### src/rtl/kbd_pkg.sv
// Shared constants and state encoding for the PS/2 keyboard controller.
// The prefix bytes come from PS/2 scan-code set 2.
package kbd_pkg;

    localparam logic [7:0] SC_BREAK = 8'hF0;
    localparam logic [7:0] SC_EXT   = 8'hE0;

    typedef enum logic [1:0] {
        ST_IDLE   = 2'd0,
        ST_POP    = 2'd1,
        ST_SETTLE = 2'd2
    } state_e;

endpackage

### src/rtl/kbd_sc2ascii.sv
// Purely combinational translation of a set-2 scan code to ASCII.
// Letters come out uppercase. Unmapped codes return 0x00.
module kbd_sc2ascii (
    input  logic [7:0] sc_i,
    output logic [7:0] ascii_o
);

    always_comb begin
        ascii_o = 8'h00;
        case (sc_i)
            8'h1C: ascii_o = 8'h41; // A
            8'h32: ascii_o = 8'h42;
            8'h21: ascii_o = 8'h43;
            8'h23: ascii_o = 8'h44;
            8'h24: ascii_o = 8'h45;
            8'h2B: ascii_o = 8'h46;
            8'h34: ascii_o = 8'h47;
            8'h33: ascii_o = 8'h48;
            8'h43: ascii_o = 8'h49;
            8'h3B: ascii_o = 8'h4A;
            8'h42: ascii_o = 8'h4B;
            8'h4B: ascii_o = 8'h4C;
            8'h3A: ascii_o = 8'h4D;
            8'h31: ascii_o = 8'h4E;
            8'h44: ascii_o = 8'h4F;
            8'h4D: ascii_o = 8'h50;
            8'h15: ascii_o = 8'h51;
            8'h2D: ascii_o = 8'h52;
            8'h1B: ascii_o = 8'h53;
            8'h2C: ascii_o = 8'h54;
            8'h3C: ascii_o = 8'h55;
            8'h2A: ascii_o = 8'h56;
            8'h1D: ascii_o = 8'h57;
            8'h22: ascii_o = 8'h58;
            8'h35: ascii_o = 8'h59;
            8'h1A: ascii_o = 8'h5A; // Z
            8'h45: ascii_o = 8'h30; // 0
            8'h16: ascii_o = 8'h31;
            8'h1E: ascii_o = 8'h32;
            8'h26: ascii_o = 8'h33;
            8'h25: ascii_o = 8'h34;
            8'h2E: ascii_o = 8'h35;
            8'h36: ascii_o = 8'h36;
            8'h3D: ascii_o = 8'h37;
            8'h3E: ascii_o = 8'h38;
            8'h46: ascii_o = 8'h39; // 9
            8'h29: ascii_o = 8'h20; // space
            8'h5A: ascii_o = 8'h0D; // enter
            default: ascii_o = 8'h00;
        endcase
    end

endmodule

### src/rtl/kbd_ctrl.sv
// Drains the ps2_keyboard FIFO one byte at a time and tracks the held key.
// It also counts distinct presses and presents the held key as ASCII.
module kbd_ctrl
    import kbd_pkg::*;
#(
    parameter int CNT_W        = 8,
    parameter bit COUNT_REPEAT = 1'b0
) (
    input  logic             clk,
    input  logic             rst,
    input  logic [7:0]       kb_data,
    input  logic             kb_ready,
    input  logic             kb_overflow,
    output logic             kb_nextdata_n,
    output logic [7:0]       key_code,
    output logic             key_ext,
    output logic             key_valid,
    output logic [7:0]       key_ascii,
    output logic [CNT_W-1:0] press_cnt,
    output logic             err_ovf,
    output state_e           dbg_state
);

    state_e           state_q, state_d;
    logic [7:0]       byte_q, byte_d;
    logic             nextdata_q, nextdata_d;
    logic [7:0]       code_q, code_d;
    logic             ext_q, ext_d;
    logic             valid_q, valid_d;
    logic [CNT_W-1:0] cnt_q, cnt_d;
    logic             brk_pend_q, brk_pend_d;
    logic             ext_pend_q, ext_pend_d;
    logic             ovf_q, ovf_d;
    logic             same_key;
    logic [7:0]       ascii_raw;

    // The incoming key matches the held one only when the prefix state matches as well.
    assign same_key = valid_q && (ext_pend_q == ext_q) && (byte_q == code_q);

    always_comb begin
        state_d    = state_q;
        byte_d     = byte_q;
        nextdata_d = nextdata_q;
        code_d     = code_q;
        ext_d      = ext_q;
        valid_d    = valid_q;
        cnt_d      = cnt_q;
        brk_pend_d = brk_pend_q;
        ext_pend_d = ext_pend_q;
        ovf_d      = ovf_q | kb_overflow;

        case (state_q)
            ST_IDLE: begin
                if (kb_ready) begin
                    byte_d     = kb_data;
                    nextdata_d = 1'b0;
                    state_d    = ST_POP;
                end
            end
            ST_POP: begin
                nextdata_d = 1'b1;
                state_d    = ST_SETTLE;
                if (byte_q == SC_EXT) begin
                    ext_pend_d = 1'b1;
                end else if (byte_q == SC_BREAK) begin
                    brk_pend_d = 1'b1;
                end else if (brk_pend_q) begin
                    if (same_key) begin
                        valid_d = 1'b0;
                    end
                    brk_pend_d = 1'b0;
                    ext_pend_d = 1'b0;
                end else begin
                    if (!same_key) begin
                        code_d  = byte_q;
                        ext_d   = ext_pend_q;
                        valid_d = 1'b1;
                        cnt_d   = cnt_q + 1'b1;
                    end else if (COUNT_REPEAT) begin
                        cnt_d = cnt_q + 1'b1;
                    end
                    ext_pend_d = 1'b0;
                end
            end
            // Gives the FIFO one cycle to drop kb_ready after the pop.
            ST_SETTLE: state_d = ST_IDLE;
            default:   state_d = ST_IDLE;
        endcase
    end

    always_ff @(posedge clk) begin
        if (rst) begin
            state_q    <= ST_IDLE;
            byte_q     <= 8'h00;
            nextdata_q <= 1'b1;
            code_q     <= 8'h00;
            ext_q      <= 1'b0;
            valid_q    <= 1'b0;
            cnt_q      <= '0;
            brk_pend_q <= 1'b0;
            ext_pend_q <= 1'b0;
            ovf_q      <= 1'b0;
        end else begin
            state_q    <= state_d;
            byte_q     <= byte_d;
            nextdata_q <= nextdata_d;
            code_q     <= code_d;
            ext_q      <= ext_d;
            valid_q    <= valid_d;
            cnt_q      <= cnt_d;
            brk_pend_q <= brk_pend_d;
            ext_pend_q <= ext_pend_d;
            ovf_q      <= ovf_d;
        end
    end

    kbd_sc2ascii u_sc2ascii (
        .sc_i    (code_q),
        .ascii_o (ascii_raw)
    );

    assign kb_nextdata_n = nextdata_q;
    assign key_code      = code_q;
    assign key_ext       = ext_q;
    assign key_valid     = valid_q;
    assign key_ascii     = ext_q ? 8'h00 : ascii_raw;
    assign press_cnt     = cnt_q;
    assign err_ovf       = ovf_q;
    assign dbg_state     = state_q;

endmodule
### config.mk
export PLATFORM = sky130hd
export DESIGN_NAME = kbd_ctrl
export DESIGN_NICKNAME = d
export VERILOG_FILES = /design/src/rtl/kbd_pkg.sv /design/src/rtl/kbd_sc2ascii.sv /design/src/rtl/kbd_ctrl.sv
export SDC_FILE = /design/constraint.sdc
export NUM_CORES = 1
export LEC_CHECK = 0
export ABC_AREA = 1
export BUFFER_PORTS_ARGS = -buffer_cell sky130_fd_sc_hd__buf_2
export CAP_MARGIN = 10
export CORE_MARGIN = 2
export CORE_UTILIZATION = 45
export CTS_CLUSTER_DIAMETER = 200
export DETAILED_ROUTE_END_ITERATION = 10
export PLACE_DENSITY = 0.69
export SYNTH_ARGS = -nofsm -noshare
export SYNTH_HDL_FRONTEND = slang
export SYNTH_SLANG_ARGS = --single-unit
### constraint.sdc
create_clock -name clk -period 3.1 [get_ports clk]
set_input_delay 0.31 -clock clk [delete_from_list [all_inputs] [get_ports clk]]
set_output_delay 0.31 -clock clk [all_outputs]
set_load 0.05 [all_outputs]
# == Word level (Yosys, flattened, before mapping) ==
# Memory sizes are Yosys's and may differ from the RTL's. A register that Yosys moved wholly into a read port is not among the register bits.
# Cells that the tools add are included.
# totals
elab_cells,50
reg_bits,32
input_bits,12
memories,1
output_inout_bits,30
romBits,896
# classes
n_reduce_logical,10
add_sub_neg,1
bitwise,5
eq_ne,9
muxes,14
# mem_list
memory,depth,word_bits,read_ports,rd_ports_with_merged_regs,wr,line,source
(name not given),128,7,1,1,0,kbd_sc2ascii.sv:10,case (sc_i)
# ops
operator,count
"8-bit == test, second input constant",2
8-bit two-way mux,2
7-bit two-way mux,2
5-bit AND reduction,2
"8-bit by 1-bit adder with 8-bit output, second input constant",1
8-bit == test,1
2-bit AND reduction,4
1-bit two-way mux,7
"2-bit inequality test, second input constant",3
1-bit NOT,4
2-bit one-hot mux with 2 select lines,1
"2-bit by 1-bit == test with 1-bit output, second input constant",1
1-bit logical AND,2
2-bit zero test,1
2-bit two-way mux,1
"2-bit by 1-bit inequality test with 1-bit output, second input constant",1
1-bit one-hot mux with 2 select lines,1
2-bit nonzero test,1
1-bit == test,1
1-bit OR,1

# == Longest topological paths before layout ==
# depth
depth_word,7
depth_mapped,26
mapped_depth_nobuf,24

# == Modules after synthesis ==
# A second synthesis with hierarchy kept.
# unflattened
cells_unflattened,379
area_unflattened_um2,2402.3
# modules_own_cells
module,n_inst,cells_per_inst,area_each_um2
kbd_ctrl,1,232,1627.8
kbd_sc2ascii,1,147,774.5

# == Worst setup path before layout ==
# OpenSTA, ideal clock, no wires.
# synth_timing
path_type,register -> register
startpoint,"register ext_q, in the netlist key_ext"
endpoint,register with a tool-made name
required_ps,2986
setup_ps,114
setup_slack_ps,-157
arrival_time_ps,3142
synth_period_minus_slack_ps,3257
stages_incl_launch_ff,24
path_cell_list,dfxtp_1 > clkbuf_1 > inv_1 > o22ai_1 > nor2_1 > nand4_1 > ha_1 > inv_1 > nor2_2 > nand2_4 > buf_6 > nand2_1 > nand2_1 > nor2_1 > inv_1 > ha_1 > nand3_1 > nor2_1 > a21oi_1 > nand3_1 > nand2_1 > nand2_1 > nand2_1 > nand2_1
# synth_lines
item,line,source
"start, declared",kbd_ctrl.sv:28,"logic ext_q, ext_d;"
"start signal, assigned",kbd_ctrl.sv:108,ext_q <= ext_d;

==> flow_metrics.tcl <==
set metrics [dict create \
    status "finished, final reports clean" \
    sw_frac_of_total 0.346 \
    tritoncts "yes" \
    portBuffers 40 \
    track_usage 0.211 \
    reg2reg_from "byte_q[7]" \
    p_switching_w 0.000464 \
    postCtsSetupRepairBufs 0 \
    ys_seq_area_frac 0.330 \
    htreeDepth 2 \
    clk_latency_ns 0.29 \
    slew_viol_final 0 \
    post-route-drc-count 0 \
    maxCapViolations 0 \
    die_area_um2 5850 \
    drive_gt1_frac 0.215 \
    path_class "flop to flop" \
    core_um2 5070 \
    clockBufferDepth 2 \
    finalSetupViolations 0 \
    gr-total-overflow 0 \
    slowest_stage "dfxtp_1" \
    ant_nets 0 \
    endpoint_kind "flop" \
    holdPathEnd "err_ovf" \
    synth-edff-count 0 \
    yosysTopAreaCellShare 0.330 \
    rows 26 \
    hold_start "kb_overflow" \
    synthTopCellsByCount "nand2_1, nor2_1, dfxtp_1" \
    ys_ff_latch 39 \
    via_per_inst 4.99 \
    floorplan.die.height_um 76.5 \
    die_w_um 76.5 \
    syn_area_um2 2360 \
    synth_warnings 0 \
    drtIter0Drc 147 \
    power_frac_clock 0.322 \
    gp_congestion 0.978 \
    yosys.cell_types.count 31 \
    fin_util 0.563 \
    final_nets 442 \
    critPathMaxStageDelay_ns 0.36 \
    fmax_mhz 346 \
    grt_antenna_before_repair 0 \
    power_leakage_nw 1.47 \
    p_seq_frac 0.416 \
    avgSynthCellArea_um2 6.26 \
    cts_root_buf "clkbuf_8" \
    path_buf_inv 2 \
    grt_pass1_wl_mm 10.3 \
    async_flop_share 0 \
    hold_viol_final 0 \
    wl_per_cell_um 11.9 \
    yosysTopAreaCell "dfxtp_1" \
    initial_core_util 0.466 \
    cp_top_family "simple AND/OR/NAND/NOR gates" \
    cts.clk_slew.worst_paths_ns 0.08 \
    synth_ff_type "dfxtp_1" \
    grt_max_degree 24 \
    ys_top_cells_by_area "dfxtp_1, nand2_1, nor2_1" \
    required_ns 3.29 \
    hold_depth 3 \
    via_count 2461 \
    antenna_cells 0 \
    p_int_w 0.000878 \
    routed_wl_mm 5.88 \
    syn_to_final_growth_pct 20.9 \
    fin_crit_sh 0.932 \
    r2r_cells 20 \
    vdd_drop_max_v 0.000330 \
    worstSetupStartpointType "flop" \
    period_needed_ns 2.89 \
    hp-class "primary input to flop" \
    numClockSinks 39 \
    cp_max_fo 5 \
    ff2ff_setup_slack_ns 0.21 \
    critical_path_arrival_ns 3.07 \
    hpwlAfterDp_mm 4.39 \
    drtPass1Iterations 5 \
    skew_ns 0.00972 \
    syn_nets 398 \
    timing.critical_path.mode_cell "nand2_1" \
    synth_cells 378 \
    io_pins 42 \
    grt_pass1_vias 2237 \
    comb_power_share 0.262 \
    whs_ns 0.224 \
    crit_chain "or2_2 -> a221oi_1 -> nand4_1 -> ha_1 -> inv_1 -> nor2_4 -> nand2_4 -> nand2_1 -> nand2_1 -> nor2_1 -> buf_4 -> ha_1 -> nand2_1 -> nand2_1 -> o21ai_0 -> nand2_1 -> nand2_1 -> nand2_1 -> nand2_1 -> nand2_1" \
    numCtsBuffers 5 \
    power_density_nw_per_um2 469 \
    yosysMostFrequentCell "nand2_1" \
]
worst register-to-register path: stages, from the launching register on:
cell,delay [ns]
dfxtp_1,0.36
or2_2,0.29
a221oi_1,0.28
nand4_1,0.14
ha_1,0.23
inv_1,0.09
nor2_4,0.06
nand2_4,0.09
nand2_1,0.05
nand2_1,0.10
nor2_1,0.07
buf_4,0.17
ha_1,0.21
nand2_1,0.10
nand2_1,0.07
o21ai_0,0.15
nand2_1,0.10
nand2_1,0.07
nand2_1,0.05
nand2_1,0.05
nand2_1,0.04
metal layers:
layer,wire length (um),GRT usage,share of wire,vias to the layer above
li1,-,-,-,1293
met1,2870,0.296,0.49,1073
met2,2630,0.335,0.45,91
met3,332,0.0367,0.056,4
met4,46,0.0582,0.0078,0
met5,0,0,0,-
repair_timing:
item / in CTS / in global routing
gates resized for setup: 0 / 20
hold buffers: 0 / 0
setup endpoints to repair: 0 / 7
cell type report:
class                      count  area (um2)
fill                         496        2220
clock inverter                 3        46.3
multi-input combinational    289        1450
clock buffer                   5        68.8
timing repair buffer          49         275
inverter                      38         145
tap                           70        87.6
sequential                    39         785
through the flow:
stage          worst slack, ns  instances  power, W  setup TNS [ns]  cell area, um2
4_1_cts                  0.175        493   0.00133               0            2770
2_1_floorplan         0.000618        378  0.000819               0            2370
3_5_place_dp             0.209        485  0.000899               0            2660
3_3_place_gp             0.238        485  0.000899               0            2660
6_report                 0.212        493   0.00134               0            2860
5_1_grt               -0.00410        493   0.00142        -0.00642            2860
cells by family (layout without fill, tap and decap cells):
kind of cell | Yosys count | count (layout) | share of synthesized area
xor gates and xnor gates | 1 | 1 | 0.00370
other | 1 | 1 | 0.00159
and+or+nand+nor | 223 | 223 | 0.407
AOI/OAI and AO/OA | 56 | 56 | 0.126
buffers and inverters | 50 | 95 | 0.0889
adders and majority gates | 8 | 8 | 0.0423
DFF | 39 | 39 | 0.330
worst max-delay path by stage:
stage | startpoint | to | slack (ns) | cells past startpoint
5_1_grt | key_code[6] | flop | -0.004 | 19
6_report | byte_q[7] | flop | 0.21 | 20
4_1_cts | key_code[6] | flop | 0.17 | 17
2_1_floorplan | key_ext | flop | 0.0006 | 23
3_3_place_gp | key_code[7] | flop | 0.24 | 17
3_5_place_dp | key_code[6] | flop | 0.21 | 17
cells in the final DEF (no fill, tap or decap), types with 6 or more instances in the layout:
cell       n
nor2_1    46
nand3_1   21
o21ai_0   28
nand2_1  122
buf_2     40
inv_1     33
ha_1       6
nand3_2    8
a21oi_1   18
buf_4      7
dfxtp_1   36
power by group through the flow:
stage	clock network, W	registers, W	logic [W]
finish	0.000432	0.000558	0.000352
global route	0.000465	0.000564	0.000389
CTS	0.000442	0.000558	0.000332
detailed placement	0	0.000569	0.000330
global placement	0	0.000569	0.000331
floorplan	0	0.000617	0.000202
No activity file was read; power rests on OpenSTA's default activity.
